`src/rtl/sysclk_ctrl_pkg.sv`:
```
// Shared types and constants for the SYSCLK MMCM supervisor.
package sysclk_ctrl_pkg;

  localparam int unsigned RELOCK_CNT_W = 8;

  typedef enum logic [2:0] {
    RST_HOLD,
    WAIT_LOCK,
    IDLE,
    PS_PULSE,
    PS_WAIT
  } ctrl_state_e;

  function automatic int unsigned max3(input int unsigned a, input int unsigned b,
                                       input int unsigned c);
    int unsigned m;
    m = (a > b) ? a : b;
    return (m > c) ? m : c;
  endfunction

endpackage

```
`src/rtl/sysclk_mmcm_ctrl_if.sv`:
```
// Phase-shift request handshake between a requester and the MMCM supervisor.
interface sysclk_mmcm_ctrl_if #(
  parameter int unsigned STEP_W = 10
);
  logic              ps_valid_i;
  logic [STEP_W-1:0] ps_steps_i;
  logic              ps_ready_o;

  modport master (output ps_valid_i, output ps_steps_i, input ps_ready_o);
  modport slave  (input ps_valid_i, input ps_steps_i, output ps_ready_o);
endinterface

```
`src/rtl/sysclk_mmcm_ctrl_sync_2ff.sv`:
```
// Two-flop synchronizer for a slow asynchronous level.
module sync_2ff (
  input  logic clk,
  input  logic rst_n,
  input  logic d,
  output logic q
);
  logic meta;

  always_ff @(posedge clk or negedge rst_n) begin
    if (!rst_n) begin
      meta <= 1'b0;
      q    <= 1'b0;
    end else begin
      meta <= d;
      q    <= meta;
    end
  end
endmodule

```
`src/rtl/sysclk_mmcm_ctrl.sv`:
```
// SYSCLK MMCM supervisor: reset/lock sequencing, relock recovery and
// multi-step fine phase shifting over PSEN/PSINCDEC/PSDONE.
module sysclk_mmcm_ctrl
  import sysclk_ctrl_pkg::*;
#(
  parameter int unsigned RST_CYCLES   = 16,
  parameter int unsigned LOCK_TIMEOUT = 65535,
  parameter int unsigned PS_TIMEOUT   = 255,
  parameter int unsigned STEP_W       = 10,
  parameter int unsigned POS_W        = 16
) (
  input  logic                    clk,
  input  logic                    reset_n,
  input  logic                    mmcm_locked_i,
  output logic                    mmcm_rst_o,
  output logic                    ps_en_o,
  output logic                    ps_incdec_o,
  input  logic                    ps_done_i,
  input  logic                    relock_i,
  sysclk_mmcm_ctrl_if.slave       ps_if,
  output logic                    locked_o,
  output logic                    busy_o,
  output logic [POS_W-1:0]        phase_pos_o,
  output logic [RELOCK_CNT_W-1:0] relock_count_o,
  output logic                    ps_timeout_o,
  input  logic                    clear_err_i
);

  localparam int unsigned TMR_MAX = max3(RST_CYCLES, LOCK_TIMEOUT, PS_TIMEOUT);
  localparam int unsigned TMR_W   = $clog2(TMR_MAX + 1);
  localparam logic [TMR_W-1:0] RST_LOAD  = TMR_W'(RST_CYCLES - 1);
  localparam logic [TMR_W-1:0] LOCK_LOAD = TMR_W'(LOCK_TIMEOUT - 1);
  localparam logic [TMR_W-1:0] PS_LOAD   = TMR_W'(PS_TIMEOUT - 1);

  ctrl_state_e       state;
  logic [TMR_W-1:0]  tmr;
  logic [STEP_W-1:0] steps_left;
  logic              ready_q;
  logic              lock_s;

  logic [STEP_W-1:0] req_steps;
  logic [STEP_W-1:0] req_mag;
  logic              req_neg;
  logic              req_zero;
  logic              lost_lock;
  logic              lock_expired;
  logic              go_rst;

  sync_2ff u_lock_sync (
    .clk   (clk),
    .rst_n (reset_n),
    .d     (mmcm_locked_i),
    .q     (lock_s)
  );

  assign ps_if.ps_ready_o = ready_q;

  always_comb begin
    req_steps = ps_if.ps_steps_i;
    req_neg   = req_steps[STEP_W-1];
    req_zero  = (req_steps == '0);
    // most-negative request maps to 2^(STEP_W-1), which still fits unsigned
    req_mag   = req_neg ? ((~req_steps) + STEP_W'(1)) : req_steps;
  end

  always_comb begin
    lost_lock    = !lock_s && (state inside {IDLE, PS_PULSE, PS_WAIT});
    lock_expired = (state == WAIT_LOCK) && !lock_s && (tmr == '0);
    go_rst       = (state != RST_HOLD) && (relock_i || lost_lock || lock_expired);
  end

  always_ff @(posedge clk or negedge reset_n) begin
    if (!reset_n) begin
      state          <= RST_HOLD;
      tmr            <= RST_LOAD;
      steps_left     <= '0;
      mmcm_rst_o     <= 1'b1;
      ps_en_o        <= 1'b0;
      ps_incdec_o    <= 1'b0;
      ready_q        <= 1'b0;
      locked_o       <= 1'b0;
      busy_o         <= 1'b0;
      phase_pos_o    <= '0;
      relock_count_o <= '0;
      ps_timeout_o   <= 1'b0;
    end else begin
      if (clear_err_i) ps_timeout_o <= 1'b0;

      if (go_rst) begin
        state       <= RST_HOLD;
        tmr         <= RST_LOAD;
        steps_left  <= '0;
        mmcm_rst_o  <= 1'b1;
        ps_en_o     <= 1'b0;
        ready_q     <= 1'b0;
        locked_o    <= 1'b0;
        busy_o      <= 1'b0;
        phase_pos_o <= '0;
        if (relock_count_o != '1) relock_count_o <= relock_count_o + RELOCK_CNT_W'(1);
      end else begin
        unique case (state)
          RST_HOLD: begin
            if (tmr == '0) begin
              state      <= WAIT_LOCK;
              tmr        <= LOCK_LOAD;
              mmcm_rst_o <= 1'b0;
            end else begin
              tmr <= tmr - TMR_W'(1);
            end
          end
          WAIT_LOCK: begin
            if (lock_s) begin
              state    <= IDLE;
              locked_o <= 1'b1;
              ready_q  <= 1'b1;
            end else begin
              tmr <= tmr - TMR_W'(1);
            end
          end
          IDLE: begin
            if (ps_if.ps_valid_i && !req_zero) begin
              state       <= PS_PULSE;
              ps_en_o     <= 1'b1;
              ps_incdec_o <= !req_neg;
              steps_left  <= req_mag;
              ready_q     <= 1'b0;
              busy_o      <= 1'b1;
            end
          end
          PS_PULSE: begin
            state   <= PS_WAIT;
            ps_en_o <= 1'b0;
            tmr     <= PS_LOAD;
          end
          PS_WAIT: begin
            if (ps_done_i) begin
              phase_pos_o <= ps_incdec_o ? (phase_pos_o + POS_W'(1))
                                         : (phase_pos_o - POS_W'(1));
              steps_left  <= steps_left - STEP_W'(1);
              if (steps_left == STEP_W'(1)) begin
                state   <= IDLE;
                ready_q <= 1'b1;
                busy_o  <= 1'b0;
              end else begin
                state   <= PS_PULSE;
                ps_en_o <= 1'b1;
              end
            end else if (tmr == '0) begin
              state        <= IDLE;
              steps_left   <= '0;
              ready_q      <= 1'b1;
              busy_o       <= 1'b0;
              ps_timeout_o <= 1'b1;
            end else begin
              tmr <= tmr - TMR_W'(1);
            end
          end
          default: state <= RST_HOLD;
        endcase
      end
    end
  end

endmodule

```
`src/flat_wrapper.sv`:
```
// flat-port wrapper written by rule: the top's interface ports become plain ports
module sysclk_mmcm_ctrl_flat import sysclk_ctrl_pkg::*;
#(
  parameter int unsigned RST_CYCLES   = 16,
  parameter int unsigned LOCK_TIMEOUT = 65535,
  parameter int unsigned PS_TIMEOUT   = 255,
  parameter int unsigned STEP_W       = 10,
  parameter int unsigned POS_W        = 16
)
  (clk, reset_n, mmcm_locked_i, mmcm_rst_o, ps_en_o, ps_incdec_o, ps_done_i, relock_i, locked_o, busy_o, phase_pos_o, relock_count_o, ps_timeout_o, clear_err_i, ps_if_ps_valid_i, ps_if_ps_steps_i, ps_if_ps_ready_o);
  sysclk_mmcm_ctrl_if #(.STEP_W(STEP_W)) ps_if_i ();
  input  logic clk;
  input  logic reset_n;
  input  logic mmcm_locked_i;
  output logic mmcm_rst_o;
  output logic ps_en_o;
  output logic ps_incdec_o;
  input  logic ps_done_i;
  input  logic relock_i;
  output logic locked_o;
  output logic busy_o;
  output logic [POS_W-1:0] phase_pos_o;
  output logic [RELOCK_CNT_W-1:0] relock_count_o;
  output logic ps_timeout_o;
  input  logic clear_err_i;
  input wire logic [$bits(ps_if_i.ps_valid_i)-1:0] ps_if_ps_valid_i;
  input wire logic [$bits(ps_if_i.ps_steps_i)-1:0] ps_if_ps_steps_i;
  output wire logic [$bits(ps_if_i.ps_ready_o)-1:0] ps_if_ps_ready_o;
  assign ps_if_i.ps_valid_i = ps_if_ps_valid_i;
  assign ps_if_i.ps_steps_i = ps_if_ps_steps_i;
  assign ps_if_ps_ready_o = ps_if_i.ps_ready_o;
  sysclk_mmcm_ctrl #(.RST_CYCLES(RST_CYCLES), .LOCK_TIMEOUT(LOCK_TIMEOUT), .PS_TIMEOUT(PS_TIMEOUT), .STEP_W(STEP_W), .POS_W(POS_W)) u_core (.clk(clk), .reset_n(reset_n), .mmcm_locked_i(mmcm_locked_i), .mmcm_rst_o(mmcm_rst_o), .ps_en_o(ps_en_o), .ps_incdec_o(ps_incdec_o), .ps_done_i(ps_done_i), .relock_i(relock_i), .ps_if(ps_if_i), .locked_o(locked_o), .busy_o(busy_o), .phase_pos_o(phase_pos_o), .relock_count_o(relock_count_o), .ps_timeout_o(ps_timeout_o), .clear_err_i(clear_err_i));
endmodule
```
`config.mk`:
```
export PLATFORM = sky130hd
export DESIGN_NAME = sysclk_mmcm_ctrl_flat
export DESIGN_NICKNAME = d
export VERILOG_FILES = /design/src/rtl/sysclk_ctrl_pkg.sv /design/src/rtl/sysclk_mmcm_ctrl_if.sv /design/src/rtl/sysclk_mmcm_ctrl_sync_2ff.sv /design/src/rtl/sysclk_mmcm_ctrl.sv /design/src/flat_wrapper.sv
export SDC_FILE = /design/constraint.sdc
export NUM_CORES = 1
export LEC_CHECK = 0
export ABC_AREA = 1
export CAP_MARGIN = 10
export CORE_MARGIN = 2
export CORE_UTILIZATION = 30
export CTS_CLUSTER_SIZE = 25
export DETAILED_ROUTE_END_ITERATION = 8
export SYNTH_ARGS = -nofsm -noshare
export SYNTH_HDL_FRONTEND = slang
export SYNTH_SLANG_ARGS = --single-unit
```
`constraint.sdc`:
```
create_clock -name clk -period 5.24 [get_ports clk]
set_clock_uncertainty 0.15 [all_clocks]
set_input_delay 1.048 -clock clk [delete_from_list [all_inputs] [get_ports clk]]
set_output_delay 1.048 -clock clk [all_outputs]
set_load 0.005 [all_outputs]
```
==> results.py, run 1 <==
metrics = {
    "drt": {
        "drt.antenna.violating_nets": 0,
        "vias_per_cell": 4.71,
        "drc": 0,
        "wl_per_cell_um": 12.8,
        "drt-total-wl_um": 11300,
        "drt_iter0_markers": 230,
        "num_vias": 4150,
        "first_pass_iters": 4,
    },
    "pwr": {
        "comb_power_share_pct": 50.3,
        "swShare_pct": 44.3,
        "p_sw_uw": 1290,
        "ir_drop_uv": 224,
        "p_int_uw": 1630,
        "seqPwrFrac_pct": 27.1,
        "power_density_mw_per_mm2": 528,
        "pwr-share-clk_pct": 22.6,
        "p_leak_uw": 0.00271,
    },
    "final_layout": {
        "fin_cells": 882,
        "diodes": 0,
        "syn2layout_area_growth_pct": 20.2,
        "nNetsFinal": 727,
        "fin_area_mm2": 0.00554,
        "drive_gt1_share_pct": 9.08,
    },
    "placed_design": {
        "io_buffer_count": 47,
        "placed_cells": 866,
        "post-place-ws_ns": 2.07,
        "place_area_mm2": 0.00522,
        "dp_hpwl_um": 8420,
        "place.gp.congestion": 0.854,
    },
    "clock_network": {
        "clock_path_buffers": 2,
        "numCtsBuffers": 9,
        "root_buffer": "clkbuf_16",
        "path_clk_slew_ns": 0.06,
        "postCtsResizedCells": 0,
        "post_cts_buffers": 0,
        "cts.htree.levels": 3,
        "cts_hold_buf": 0,
        "clock-sinks": 62,
        "clkLatencyLatePin_ns": 0.34,
        "cts_tree": "done",
    },
    "timing": {
        "setup_violations": 0,
        "fin_crit_sh_pct": 53.7,
        "period_needed_ns": 2.82,
        "setup_ws_ns": 2.42,
        "final-max-slew-violation-count": 0,
        "fmax_mhz": 355,
        "rsz0062_at_grt": "no",
        "whs_ns": 0.205,
        "relSlewSlack_pct": 56.4,
        "fin_tns_setup_ns": 0,
        "hold_viol": 0,
        "worstMarginPinSlew_ns": 0.655,
    },
    "worst_setup_path": {
        "end_kind": "flop",
        "start_kind": "input pin",
        "cp.arrival_ns": 2.90,
        "crit_fanout": 30,
        "cp.required_ns": 5.32,
        "critical_path_class": "in -> reg",
    },
    "logic_synthesis": {
        "synthDistinctLibCells": 47,
        "synthesis.area_mm2": 0.00461,
        "synth_nets": 680,
        "yosys-top-cells-count": "nand2_1, nor2_1, inv_1",
        "synth_ff_type": "dfrtp_1",
        "synth_edf_count": 0,
        "yosysTopAreaCell": "dfrtp_1",
        "synth_top_area_share_pct": 31.0,
        "ys_seq_area_share_pct": 33.8,
        "ys_ff_latch": 62,
        "async_flop_share_pct": 100,
        "yosysMostFrequentCell": "nand2_1",
        "synth_cells": 642,
        "syn-mean-instance-area_um2": 7.18,
        "ys_warn_count": 0,
        "ys_top_cells_by_area": "dfrtp_1, nand2_1, nor2_1",
    },
    "grt": {
        "antenna_found_initial": 0,
        "overflow": 0,
        "grt_use_total_pct": 14.6,
        "grt_pass1_wl_um": 19300,
        "grt_max_degree": 37,
        "grt_pass1_vias": 3970,
    },
    "floorplanning": {
        "rows": 45,
        "fp.coreArea_mm2": 0.0151,
        "start_util_pct": 30.5,
        "ios": 48,
        "die_w_um": 128,
        "die_h_um": 128,
        "dieArea_mm2": 0.0164,
    },
    "worst_hold_path": {
        "holdCritPathClass": "reg -> reg",
    },
    "run_status": {
        "outcome": "completed",
    },
    "run": {
        "drv_cap": 0,
    },
}
[routing by layer]
layer	vias up	global-route usage [%]	wire, µm
met3	12	3.51	380
met5	-	0	0
met1	1890	19.3	5590
li1	2186	-	-
met2	62	24.1	5200
met4	0	3.75	119
[worst max-delay path: stages]
cell,delay [ns]
clkdlybuf4s50_1,0.71
inv_1,0.22
nor2_1,0.23
o21ai_2,0.07
nand2_2,0.39
inv_2,0.08
nand2_1,0.08
o21ai_1,0.05
[final cells by class]
| cell class | count | area [µm²] |
|---|---|---|
| fillers | 1632 | 9550 |
| multi-input cells | 498 | 2690 |
| flip-flops and latches | 62 | 1560 |
| repair buffers | 48 | 473 |
| inverters | 70 | 263 |
| well taps | 188 | 235 |
| clock buffers | 9 | 225 |
| clock inverters | 7 | 97.6 |
[flip-flops by register name, indices dropped and copies added (netlist names), 3 cells and up]
name / cells
u_core.phase_pos_o: 16
u_core.tmr: 16
u_core.steps_left: 10
u_core.relock_count_o: 8
u_core.state: 3
[power by group through the flow]
stage               registers, µW  logic, µW  clock network (µW)
global placement              797       1470                   0
finish                        792       1470                 659
CTS                           792       1480                 676
floorplan                     765       1150                   0
detailed placement            797       1480                   0
global route                  818       1690                 699
[cells in the final DEF, fill, tap and decap left out, types with 3 or more instances in the layout]
cell type / Yosys / final
inv_1: 65 / 65
o21ai_2: 10 / 10
ha_1: 20 / 20
clkdlybuf4s50_1: 0 / 46
o21ai_0: 44 / 44
clkbuf_16: 0 / 9
inv_2: 5 / 5
o211ai_1: 3 / 3
nand2_2: 3 / 3
nor2_2: 7 / 7
nand2_1: 169 / 169
a21oi_1: 27 / 27
dfrtp_1: 57 / 57
nor3_1: 9 / 9
xnor2_1: 12 / 12
nor2_1: 69 / 69
o21a_1: 3 / 3
nand3_1: 51 / 51
nand4_1: 3 / 3
nand2_4: 5 / 5
dfstp_2: 5 / 5
o21ai_1: 16 / 16
xor2_1: 20 / 20
o21bai_1: 4 / 4
[path summary, 6_finish.rpt]
path / start / endpoint / slack, ns / cells past startpoint
max in group asynchronous: reset_n / u_core.tmr[3] / 3.42 / 2
min in group asynchronous: reset_n / u_core.steps_left[4] / 0.58 / 1
setup / recovery: ps_done_i / u_core.tmr[14] / 2.42 / 8
hold reg to reg: u_core.u_lock_sync.meta / u_core.u_lock_sync.q / 0.21 / 0
hold / removal: u_core.u_lock_sync.meta / u_core.u_lock_sync.q / 0.21 / 0
setup reg to reg: u_core.ps_incdec_o / u_core.phase_pos_o[11] / 2.70 / 9
[stage by stage]
step | util (%) | power (µW)
after floorplan | - | 1910
after CTS | 36.7 | 2950
after global routing | 36.7 | 3200
after global placement | 34.6 | 2260
final | 36.7 | 2920
after detailed placement | 34.6 | 2270
[cells by family (layout without fill, tap and decap cells)]
group | count (synthesis) | after routing | synth area share [%]
flops | 62 | 62 | 33.8
compound gates | 119 | 119 | 15.4
buf+inv | 82 | 134 | 7.90
fa+ha+maj | 21 | 21 | 5.86
simple gates | 326 | 326 | 30.9
xor+xnor | 32 | 32 | 6.08
Power figures use the tool's default switching activity.
==> run 2: changes to the inputs <==
==> constraint.sdc (replaced) <==
create_clock -name clk -period 2.5 [get_ports clk]
set_clock_uncertainty 0.15 [all_clocks]
set_input_delay 0.5 -clock clk [delete_from_list [all_inputs] [get_ports clk]]
set_output_delay 0.5 -clock clk [all_outputs]
set_load 0.005 [all_outputs]
==> results.py, run 2 (synthesis gave the netlist of run 1 again) <==
metrics = {
    "pwr": {
        "seqPwrFrac_pct": 25.9,
        "p_leak_uw": 0.00282,
        "comb_power_share_pct": 50.6,
        "swShare_pct": 42.9,
        "p_int_uw": 3620,
        "ir_drop_uv": 705,
        "pwr-share-clk_pct": 23.5,
        "power_density_mw_per_mm2": 1110,
        "p_sw_uw": 2720,
    },
    "timing": {
        "rsz0062_at_grt": "no",
        "final-max-slew-violation-count": 0,
        "fmax_mhz": 445,
        "period_needed_ns": 2.25,
        "setup_ws_ns": 0.253,
        "hold_viol": 0,
        "relSlewSlack_pct": 59.9,
        "fin_crit_sh_pct": 89.9,
        "setup_violations": 0,
        "worstMarginPinSlew_ns": 0.602,
    },
    "floorplanning": {
        "die_h_um": 128,
        "die_w_um": 128,
        "ios": 48,
        "rows": 45,
        "dieArea_mm2": 0.0164,
        "fp.coreArea_mm2": 0.0151,
        "start_util_pct": 30.5,
    },
    "drt": {
        "wl_met2_um": 5250,
        "first_pass_iters": 4,
        "drt.antenna.violating_nets": 0,
        "num_vias": 4203,
        "met1_length_um": 5520,
        "wl_met3_um": 342,
        "top_layer": "met4",
        "wl_per_cell_um": 12.6,
        "drc": 0,
        "drt-total-wl_um": 11300,
        "drt_iter0_markers": 190,
        "vias_per_cell": 4.67,
    },
    "final_layout": {
        "fin_area_mm2": 0.00573,
        "syn2layout_area_growth_pct": 24.4,
        "drive_gt1_share_pct": 11.4,
        "final_common_cell": "nand2_1",
        "fin_cells": 900,
        "diodes": 0,
        "nNetsFinal": 745,
        "final_cell_mix": "nand2_1, nor2_1, inv_1, dfrtp_1, nand3_1",
        "fillCellCount": 1583,
        "largestRegisters": "u_core.phase_pos_o (16), u_core.tmr (16), u_core.steps_left (10)",
    },
    "worst_setup_path": {
        "end_kind": "flop",
        "cp.required_ns": 2.62,
        "critical_path_class": "in -> reg",
        "cp.arrival_ns": 2.37,
        "start_kind": "input pin",
        "crit_fanout": 18,
    },
    "placed_design": {
        "placed_cells": 884,
        "post-place-ws_ns": -0.108,
        "io_buffer_count": 47,
        "place_area_mm2": 0.00539,
        "place.gp.congestion": 0.875,
        "dp_hpwl_um": 8560,
    },
    "run": {
        "drv_cap": 0,
    },
    "clock_network": {
        "path_clk_slew_ns": 0.06,
        "clkLatencyLatePin_ns": 0.35,
        "cts_hold_buf": 0,
        "postCtsResizedCells": 0,
        "clock_path_buffers": 2,
        "post_cts_buffers": 0,
        "numCtsBuffers": 9,
        "cts_tree": "done",
        "cts.htree.levels": 3,
        "clock-sinks": 62,
        "root_buffer": "clkbuf_16",
    },
    "grt": {
        "grt_max_degree": 31,
        "antenna_found_initial": 0,
        "grt_pass1_wl_um": 19700,
        "overflow": 0,
        "grt_use_total_pct": 15.1,
        "grt_pass1_vias": 4078,
    },
    "worst_hold_path": {
        "holdCritPathClass": "in -> async",
    },
    "run_status": {
        "outcome": "completed",
    },
}
run 2: cell types whose count changed in the layout (fill, tap and decap cells not counted):
cell,delta
buf_12,+3
clkinv_4,-1
inv_6,+1
buf_4,+15
bufinv_16,+1
clkinvlp_4,-1
run 2: stage by stage:
stage	utilization (%)	TNS, ns	hold WS [ns]	total power, µW
after global placement	35.7	-0.402	0.184	4850
after CTS	38.0	0	0.0271	6420
after floorplan	-	0	0.0544	4010
after global routing	38.0	0	0.0469	6940
final	38.0	0	0.0118	6340
after detailed placement	35.7	-1.06	0.186	4880
run 2: area by class of cell:
| class | count | area, µm² | share of cell area, % |
|---|---|---|---|
| Multi-Input combinational cell | 498 | 2690 | 46.9 |
| Clock inverter | 7 | 120 | 2.10 |
| Inverter | 70 | 263 | 4.58 |
| Sequential cell | 62 | 1560 | 27.2 |
| Tap cell | 188 | 235 | 4.10 |
| Clock buffer | 9 | 225 | 3.93 |
| Timing Repair Buffer | 66 | 646 | 11.3 |
run 2: final timing paths:
| kind | startpoint | end | slack (ns) | depth (start not counted) |
|---|---|---|---|---|
| worst min-delay path | reset_n | u_core.steps_left[1] | 0.01 | 1 |
| min in group clk | u_core.u_lock_sync.meta | u_core.u_lock_sync.q | 0.21 | 0 |
| worst min register to register | u_core.u_lock_sync.meta | u_core.u_lock_sync.q | 0.21 | 0 |
| worst max-delay path | ps_if_ps_steps_i[0] | u_core.steps_left[3] | 0.25 | 13 |
| worst max register to register | u_core.tmr[0] | u_core.phase_pos_o[13] | 0.33 | 12 |
| max in group asynchronous | reset_n | u_core.tmr[3] | 1.57 | 2 |
run 2: power groups by stage:
stage	clock network, µW	registers, µW	logic, µW
3_5_place_dp	0	1650	3220
4_1_cts	1530	1650	3240
6_report	1490	1640	3210
3_3_place_gp	0	1660	3190
5_1_grt	1570	1700	3670
2_1_floorplan	0	1600	2410
run 2: critical path, cell delays in order:
cell and delay (ns):
clkdlybuf4s50_1 0.43, inv_1 0.08, ha_1 0.17, nand2_1 0.09, nor2_1 0.14, nand3_1 0.09, nand2_1 0.06, inv_1 0.05
nor2_1 0.29, o21ai_4 0.09, nand2_4 0.21, nand2_1 0.10, o21ai_2 0.06
run 2: routing by layer:
metal  track usage, %  vias up
met5                0        -
met2             24.8       58
met4             5.82        0
met3             3.17       15
li1                 -     2227
met1             19.5     1903
